**src/rtl/mdu_pkg.sv**
```systemverilog
// Shared op codes, FSM states and sizing helper for the multiply/divide unit.
// Optional single-cycle multiply is selected with MDU_FAST_MUL_EN in mdu.sv.
package mdu_pkg;

    localparam logic [2:0] MDU_MULT  = 3'b000;
    localparam logic [2:0] MDU_MULTU = 3'b001;
    localparam logic [2:0] MDU_DIV   = 3'b010;
    localparam logic [2:0] MDU_DIVU  = 3'b011;
    localparam logic [2:0] MDU_MTHI  = 3'b100;
    localparam logic [2:0] MDU_MTLO  = 3'b101;

    typedef enum logic [1:0] {
        IDLE = 2'd0,
        MUL  = 2'd1,
        DIV  = 2'd2,
        FIX  = 2'd3
    } mdu_state_t;

    // Iteration counter must hold the value `w` itself.
    function automatic int mdu_cnt_w(input int w);
        return $clog2(w + 1);
    endfunction

endpackage

```
**src/rtl/mdu_negate.sv**
```systemverilog
// Conditional two's-complement negate: dout = en ? ~din + inc : din.
// Combinational, no backpressure; `inc` lets two instances chain into a wider negate.
module mdu_negate #(
    parameter int width = 32
) (
    input  logic             en,
    input  logic             inc,
    input  logic [width-1:0] din,
    output logic [width-1:0] dout
);

    assign dout = en ? (~din + {{(width-1){1'b0}}, inc}) : din;

endmodule

```
**src/rtl/mdu.sv**
```systemverilog
// Iterative MULT/MULTU/DIV/DIVU plus MTHI/MTLO into private HI/LO registers.
// Latency width+1 cycles (multiply 1 cycle with MDU_FAST_MUL_EN); busy stalls EX, start while busy is dropped.
module mdu
    import mdu_pkg::*;
#(
    parameter int width = 32
) (
    input  logic             clock,
    input  logic             reset_n,
    input  logic             start,
    input  logic [2:0]       op,
    input  logic             flush,
    input  logic [width-1:0] a,
    input  logic [width-1:0] b,
    output logic             busy,
    output logic             done,
    output logic [width-1:0] hi,
    output logic [width-1:0] lo
);

    localparam int DW = 2 * width;
    localparam int CW = mdu_cnt_w(width);

    mdu_state_t       state_q, state_d;
    logic [DW-1:0]    acc_q;
    logic [width-1:0] opb_q;
    logic [CW-1:0]    cnt_q;
    logic             lo_neg_q, hi_neg_q, mul_q;

    logic             accept, is_signed, a_neg, b_neg, b_zero;
    logic [width-1:0] abs_a, abs_b;
    logic [width:0]   mul_sum;
    logic [DW-1:0]    mul_next, div_next;
    logic [width:0]   div_shift;
    logic             div_ge;
    logic [width-1:0] div_diff;
    logic [width-1:0] lo_fix, hi_fix;
    logic             hi_inc;

    assign accept    = (state_q == IDLE) && start && !flush;
    assign is_signed = (op == MDU_MULT) || (op == MDU_DIV);
    assign a_neg     = is_signed && a[width-1];
    assign b_neg     = is_signed && b[width-1];
    assign b_zero    = (b == '0);

    mdu_negate #(.width(width)) u_abs_a (.en(a_neg), .inc(1'b1), .din(a), .dout(abs_a));
    mdu_negate #(.width(width)) u_abs_b (.en(b_neg), .inc(1'b1), .din(b), .dout(abs_b));

    // Shift-add: multiplier sits in the low half and is consumed LSB first.
    assign mul_sum  = {1'b0, acc_q[DW-1:width]} + (acc_q[0] ? {1'b0, opb_q} : '0);
    assign mul_next = {mul_sum, acc_q[width-1:1]};

    // Restoring divide: upper half is the remainder, lower half shifts dividend out and quotient in.
    assign div_shift = {acc_q[DW-1:width], acc_q[width-1]};
    assign div_ge    = (div_shift >= {1'b0, opb_q});
    assign div_diff  = div_shift[width-1:0] - opb_q;
    assign div_next  = {(div_ge ? div_diff : div_shift[width-1:0]), acc_q[width-2:0], div_ge};

    // A 2*width product negate borrows into HI only when LO is zero.
    assign hi_inc = mul_q ? (acc_q[width-1:0] == '0) : 1'b1;

    mdu_negate #(.width(width)) u_fix_lo (
        .en(lo_neg_q), .inc(1'b1), .din(acc_q[width-1:0]), .dout(lo_fix)
    );
    mdu_negate #(.width(width)) u_fix_hi (
        .en(hi_neg_q), .inc(hi_inc), .din(acc_q[DW-1:width]), .dout(hi_fix)
    );

    always_comb begin
        state_d = state_q;
        case (state_q)
            IDLE: begin
                if (accept) begin
                    case (op)
`ifdef MDU_FAST_MUL_EN
                        MDU_MULT, MDU_MULTU: state_d = FIX;
`else
                        MDU_MULT, MDU_MULTU: state_d = MUL;
`endif
                        MDU_DIV, MDU_DIVU:   state_d = DIV;
                        default:             state_d = IDLE;
                    endcase
                end
            end
            MUL, DIV: begin
                if (cnt_q == CW'(1))
                    state_d = FIX;
            end
            FIX:     state_d = IDLE;
            default: state_d = IDLE;
        endcase
        if (flush)
            state_d = IDLE;
    end

    always_ff @(posedge clock or negedge reset_n) begin
        if (!reset_n) begin
            state_q  <= IDLE;
            busy     <= 1'b0;
            done     <= 1'b0;
            hi       <= '0;
            lo       <= '0;
            acc_q    <= '0;
            opb_q    <= '0;
            cnt_q    <= '0;
            lo_neg_q <= 1'b0;
            hi_neg_q <= 1'b0;
            mul_q    <= 1'b0;
        end else begin
            state_q <= state_d;
            busy    <= (state_d != IDLE);
            done    <= (state_q == FIX) && !flush;

            if (accept) begin
                case (op)
                    MDU_MTHI: hi <= a;
                    MDU_MTLO: lo <= a;
                    MDU_MULT, MDU_MULTU: begin
`ifdef MDU_FAST_MUL_EN
                        acc_q <= {{width{1'b0}}, abs_a} * {{width{1'b0}}, abs_b};
`else
                        acc_q <= {{width{1'b0}}, abs_b};
`endif
                        opb_q    <= abs_a;
                        cnt_q    <= CW'(width);
                        lo_neg_q <= a_neg ^ b_neg;
                        hi_neg_q <= a_neg ^ b_neg;
                        mul_q    <= 1'b1;
                    end
                    MDU_DIV, MDU_DIVU: begin
                        acc_q    <= {{width{1'b0}}, abs_a};
                        opb_q    <= abs_b;
                        cnt_q    <= CW'(width);
                        // Divide by zero yields quotient all ones and remainder |a|; re-signing gives back a.
                        lo_neg_q <= !b_zero && (a_neg ^ b_neg);
                        hi_neg_q <= a_neg;
                        mul_q    <= 1'b0;
                    end
                    default: ;
                endcase
            end

            if (state_q == MUL) begin
                acc_q <= mul_next;
                cnt_q <= cnt_q - CW'(1);
            end else if (state_q == DIV) begin
                acc_q <= div_next;
                cnt_q <= cnt_q - CW'(1);
            end

            if (state_q == FIX && !flush) begin
                hi <= hi_fix;
                lo <= lo_fix;
            end
        end
    end

endmodule

```
**config.mk**
```make
export PLATFORM = sky130hd
export DESIGN_NAME = mdu
export DESIGN_NICKNAME = d
export VERILOG_FILES = /design/src/rtl/mdu_pkg.sv /design/src/rtl/mdu_negate.sv /design/src/rtl/mdu.sv
export SDC_FILE = /design/constraint.sdc
export NUM_CORES = 1
export LEC_CHECK = 0
export CORE_ASPECT_RATIO = 0.8
export CORE_MARGIN = 2
export CORE_UTILIZATION = 55
export DETAILED_ROUTE_END_ITERATION = 8
export PLACE_DENSITY = 0.77
export SLEW_MARGIN = 5
export SYNTH_ARGS = -nofsm -noshare
export SYNTH_HDL_FRONTEND = slang
export SYNTH_SLANG_ARGS = --single-unit
```
**constraint.sdc**
```tcl
create_clock -name clock -period 6.5 [get_ports clock]
set_input_delay 1.95 -clock clock [delete_from_list [all_inputs] [get_ports clock]]
set_output_delay 1.95 -clock clock [all_outputs]
set_load 0.05 [all_outputs]
```
=== Word level (Yosys, flattened, before mapping) ===
Cells that the tools add are included.

* Register bits after elaboration: 173
* Input port bits: 71
* Output and inout bits: 66

* Add/subtract/negate cells: 7
* $lt $le $gt $ge: 1
* Equality and inequality tests: 9
* Multiplexer cells: 30
* Bitwise operators: 5
* Reductions and logical operators: 30

{| class="wikitable"
|+ Operators by type and width
! operator !! number
|-
| $mux 32 || 12
|-
| $mux 64 || 3
|-
| $not 32->32 || 4
|-
| $pmux 64 s2 || 1
|-
| $add 32x1->32 const B || 3
|-
| $logic_not 32->1 || 2
|-
| $pmux 32 s2 || 1
|-
| $add 32x32->33 || 1
|-
| $ge 33x32->1 || 1
|-
| $add 32x1->32 || 1
|-
| $sub 32x32->32 || 1
|-
| $mux 6 || 4
|-
| $reduce_and 2->1 || 5
|-
| $reduce_bool 2->1 || 5
|-
| $eq 3x2->1 const B || 2
|-
| $eq 3x3->1 const B || 2
|-
| $eq 6x1->1 const B || 1
|-
| $logic_and 1x1->1 || 6
|-
| $mux 2 || 3
|-
| $pmux 1 s2 || 3
|-
| $pmux 2 s3 || 1
|-
| $reduce_bool 3->1 || 2
|-
| $reduce_or 2->1 || 3
|-
| $sub 6x1->6 const B || 1
|-
| 12 further kinds || 14
|}

=== Logic depth before layout (Yosys ltp) ===
* Depth in word-level cells: 8
* Depth in mapped cells: 17

=== Hierarchy ===
A second synthesis with hierarchy kept.

* Cell total of the unflattened synthesis: 1965
* Area total of the unflattened synthesis: 16049.1 µm²

{| class="wikitable"
|+ Modules (own cells, without submodules)
! module !! instances !! cells an instance !! area each (µm²) !! seq. area each (µm²)
|-
| mdu || 1 || 1525 || 12818.5 || 4329.2
|-
| mdu_negate (u_abs_a ...) || 3 || 110 || 793.3 || 0.0
|-
| mdu_negate (u_fix_lo) || 1 || 110 || 850.8 || 0.0
|}

=== Worst setup path before layout ===
Ideal clock, no wire load.

* Path type: input to register
* Start: in a[12]
* End: reg acc_q[27]
* Arrival: 4.106 ns
* Data required time: 6.362 ns
* Setup slack: 2.256 ns
* Stages: 8
* Path buffers: 0
* Cell sequence: or4_1 nor4_1 nand4_1 o31ai_1 xor2_1 nor3_1 a2111oi_0 a21oi_1

* Longest elaborated chain between the ends: 7

{| class="wikitable"
|+ Ends and longest elaborated chain
! what !! RTL line !! text
|-
| start: declaration || mdu.sv:13 || <nowiki>input logic [width-1:0] a,</nowiki>
|-
| $not 32->32 || mdu_negate.sv:12 || <nowiki>assign dout = en ? (~din + {{(width-1){1'b0}}, inc}) : din;</nowiki>
|-
| $add 32x1->32 || mdu_negate.sv:12 ||
|-
| $mux 32 || mdu_negate.sv:12 ||
|-
| $pmux 64 s2 || mdu.sv:115 || <nowiki>case (op)</nowiki>
|-
| $mux 64 || mdu.sv:114 || <nowiki>if (accept) begin</nowiki>
|-
| $mux 64 || mdu.sv:146 || <nowiki>end else if (state_q == DIV) begin</nowiki>
|-
| $mux 64 || mdu.sv:143 || <nowiki>if (state_q == MUL) begin</nowiki>
|-
| end signal: assignment || mdu.sv:122 || <nowiki>acc_q <= {{width{1'b0}}, abs_b};</nowiki>
|-
| end signal: assignment || mdu.sv:144 || <nowiki>acc_q <= mul_next;</nowiki>
|-
| end signal: assignment || mdu.sv:147 || <nowiki>acc_q <= div_next;</nowiki>
|-
| end: declaration || mdu.sv:25 || <nowiki>logic [DW-1:0] acc_q;</nowiki>
|}

Every way passes these cells. The select of a mux whose other input is x is not followed.
A chain may end at the register's enable or synchronous reset.

=== Worst setup path in the final report ===
* Start: reg acc_q[9]
* End: reg hi[30]

* Longest elaborated chain between the ends: 5

{| class="wikitable"
|+ Ends and longest elaborated chain
! what !! RTL line !! text
|-
| start signal: assignment || mdu.sv:122 ||
|-
| start signal: assignment || mdu.sv:131 || <nowiki>acc_q <= {{width{1'b0}}, abs_a};</nowiki>
|-
| start signal: assignment || mdu.sv:144 ||
|-
| $logic_not 32->1 || mdu.sv:60 || <nowiki>assign hi_inc = mul_q ? (acc_q[width-1:0] == '0) : 1'b1;</nowiki>
|-
| $mux 1 || mdu.sv:60 ||
|-
| $add 32x1->32 || mdu_negate.sv:12 ||
|-
| $mux 32 || mdu_negate.sv:12 ||
|-
| $mux 32 || mdu.sv:151 || <nowiki>if (state_q == FIX && !flush) begin</nowiki>
|-
| end signal: assignment || mdu.sv:152 || <nowiki>hi <= hi_fix;</nowiki>
|-
| end: declaration || mdu.sv:17 || <nowiki>output logic [width-1:0] hi,</nowiki>
|}

Every way passes these cells.

==> results.sh <==
export IMPL_setup_viol=0
export IMPL_clockBufferDepth=2
export IMPL_placed_cells=2303
export IMPL_top_layer="met4"
export IMPL_fillers=2328
export IMPL_die_y_microns=152
export IMPL_yosysTopAreaCellShare=0.289
export IMPL_hp_class="reg2reg"
export IMPL_vdd_drop_max_v=0.000285
export IMPL_avgSynthCellArea_sq_um=7.88
export IMPL_synth_cell_types=72
export IMPL_grt_pass1_vias=13900
export IMPL_place_ws_ns=1.08
export IMPL_insertion_delay_ns=0.46
export IMPL_final_hold_viol_count=0
export IMPL_nNetsFinal=2113
export IMPL_io_pins=137
export IMPL_antenna_found_initial=0
export IMPL_syn_area_sq_mm=0.0150
export IMPL_wl_met3_microns=4370
export IMPL_fin_crit_ns=5.40
export IMPL_fin_skew_ns=0.0118
export IMPL_maxCapViolations=0
export IMPL_ys_async_sr_fraction=1.00
export IMPL_synth_compound_area_share=0.267
export IMPL_route_vias_total=15200
export IMPL_synthAdderAreaFrac=0.0654
export IMPL_met1_length_microns=22300
export IMPL_port_buffers=136
export IMPL_ctsHoldBuffers=0
export IMPL_yosys_top_cells_area="dfrtp_1 29%, xnor2_1 7.0%, o21ai_0 6.3%"
export IMPL_grt_max_degree=92
export IMPL_fin_setup_tns_ns=0
export IMPL_fin_cells=2335
export IMPL_wl_microns=50700
export IMPL_grt_setup_unrepaired="false"
export IMPL_die_w_microns=188
export IMPL_fin_crit_sh=0.831
export IMPL_place_hpwl_microns=37700
export IMPL_synth_top_family_by_area="compound AO/OA/AOI/OAI gates"
export IMPL_cts_tree="yes"
export IMPL_synth_mux_area_frac=0.0548
export IMPL_ys_flop_type="dfrtp_1"
export IMPL_drt_pass1_iterations=5
export IMPL_drt_first_iter_violations=1708
export IMPL_critPathMaxFanout=6
export IMPL_initial_core_util=0.564
export IMPL_worstMarginPinSlew_ns=1.12
export IMPL_wl_met2_microns=22200
export IMPL_yosys_top_cells_count="224 x nand2_1, 189 x o21ai_0, 173 x dfrtp_1"
export IMPL_status="complete, no violations"
export IMPL_worst_hold_slack_ns=0.490
export IMPL_avgViaCountPerCell=6.50
export IMPL_cts_reportedPaths_clkPinSlew_ns=0.07
export IMPL_core_area_sq_mm=0.0265
export IMPL_die_area_sq_mm=0.0286
export IMPL_synth_edf_count=0
export IMPL_rows=53
export IMPL_cts_resized=0
export IMPL_drc=0
export IMPL_gp_congestion=1.03
export IMPL_grt_util_all_layers=0.355
export IMPL_avgRoutedWirePerCell_microns=21.7
export IMPL_yosys_area_top_type="dfrtp_1"
export IMPL_synth_xor_area_frac=0.101
export IMPL_synthCells=1900
export IMPL_end_kind="flip-flop"
export IMPL_htree_levels=4
export IMPL_setup_ws_ns=1.10
export IMPL_ys_seq_area_frac=0.289
export IMPL_root_buffer="clkbuf_16"
export IMPL_grt_pass1_wl_microns=78900
export IMPL_overflow=0
export IMPL_synth_seq_cells=173
export IMPL_required_ns=6.80
export IMPL_synth_nets=2048
export IMPL_max_freq_ghz=0.185
export IMPL_worstSetupStartpointType="flip-flop"
export IMPL_post_cts_setup_buffer_count=0
export IMPL_diodes=0
export IMPL_antenna_left=0
export IMPL_leakagePower_nw=7.09
export IMPL_clock_sinks=173
export IMPL_synth_simple_area_share=0.177
export IMPL_synth_warnings=0
export IMPL_syn2layout_area_growth_pct=14.8
export IMPL_slew_headroom=0.250
export IMPL_arrival_ns=5.70
export IMPL_drv_slew=0
export IMPL_drive_above_1_share=0.0511
export IMPL_powerDensity_mw_per_mm2=470
export IMPL_numCtsBuffers=17
export IMPL_synth_most_common_cell="nand2_1"
export IMPL_worst_setup_path_type="reg2reg"
[sequential cells by signal (all words and copies together), names as in the netlist]
register	count
acc_q	64
hi	32
lo	32
opb_q	32
cnt_q	6
state_q	2
busy	1
done	1
hi_neg_q	1
lo_neg_q	1
mul_q	1
[metrics by stage]
stage / instance area [sq um] / total power [mW] / utilization
global placement: 16600 / 6.85 / 0.625
detailed placement: 16600 / 6.91 / 0.625
finish: 17200 / 8.08 / 0.648
global route: 17200 / 8.62 / 0.648
CTS: 17200 / 8.00 / 0.648
floorplan: 15000 / 5.50 / -
[worst max-delay path, stage by stage (launching register included)]
cell      delay (ns)
dfrtp_1         0.46
or4_4           0.58
or4_4           0.45
nor3_1          0.38
nand3_1         0.34
o41ai_1         0.57
buf_4           0.25
ha_1            0.26
ha_1            0.22
nand3_1         0.14
or2_2           0.39
nand2b_1        0.23
o21ai_0         0.47
nand2_1         0.12
xor2_1          0.16
nor2_1          0.14
a21oi_1         0.06
[power by group]
| part | total [mW] | internal [mW] | switching, mW |
|---|---|---|---|
| Clock | 1.07 | 0.588 | 0.482 |
| Sequential | 2.12 | 1.51 | 0.617 |
| Combinational | 4.88 | 1.93 | 2.96 |
| Total | 8.08 | 4.02 | 4.06 |
[layout by cell type (no fill, tap or decap), drive strengths merged, types with 17 or more instances in the layout]
cell / count
nand3: 36
a21oi: 163
inv: 69
o41ai: 17
nor2: 162
mux2i: 74
o211ai: 46
a21o: 34
nand2: 224
xnor2: 120
clkdlybuf4s50: 135
buf: 24
a31oi: 22
o31ai: 31
nor3: 31
ha: 75
a211oi: 25
o21ai: 192
or3: 22
clkbuf: 19
dfrtp: 173
xor2: 53
o21a: 20
[cells by family after synthesis]
family | after synthesis
compound gates | 635
xor+xnor | 173
fa+ha+maj | 77
buf+inv | 180
flops | 173
mux | 81
simple gates | 581
[area by class of cell]
class,instances,area [sq um],area share
multi-input combinational,1547,10000,0.583
sequential,173,4330,0.252
tap,357,447,0.0260
inverter,67,251,0.0146
timing repair buffer,159,1540,0.0894
clock inverter,13,140,0.00816
clock buffer,19,453,0.0264
[worst paths after layout]
kind / from / to / slack, ns / cells past startpoint
setup reg to reg: acc_q[9]$_DFFE_PN0P_ / hi[30]$_DFFE_PN0P_ / 1.10 / 16
hold reg to reg: opb_q[18]$_DFFE_PN0P_ / opb_q[18]$_DFFE_PN0P_ / 0.49 / 2
min in group asynchronous: reset_n / opb_q[7]$_DFFE_PN0P_ / 1.55 / 1
hold / removal: opb_q[18]$_DFFE_PN0P_ / opb_q[18]$_DFFE_PN0P_ / 0.49 / 2
max in group asynchronous: reset_n / acc_q[10]$_DFFE_PN0P_ / 3.63 / 2
setup / recovery: acc_q[9]$_DFFE_PN0P_ / hi[30]$_DFFE_PN0P_ / 1.10 / 16
[routing by layer]
layer / vias up / track usage
met4: 0 / 0.134
met1: 7263 / 0.495
met3: 120 / 0.0693
met5: - / 0
met2: 803 / 0.547
li1: 6999 / -
Power figures use the tool's default switching activity.
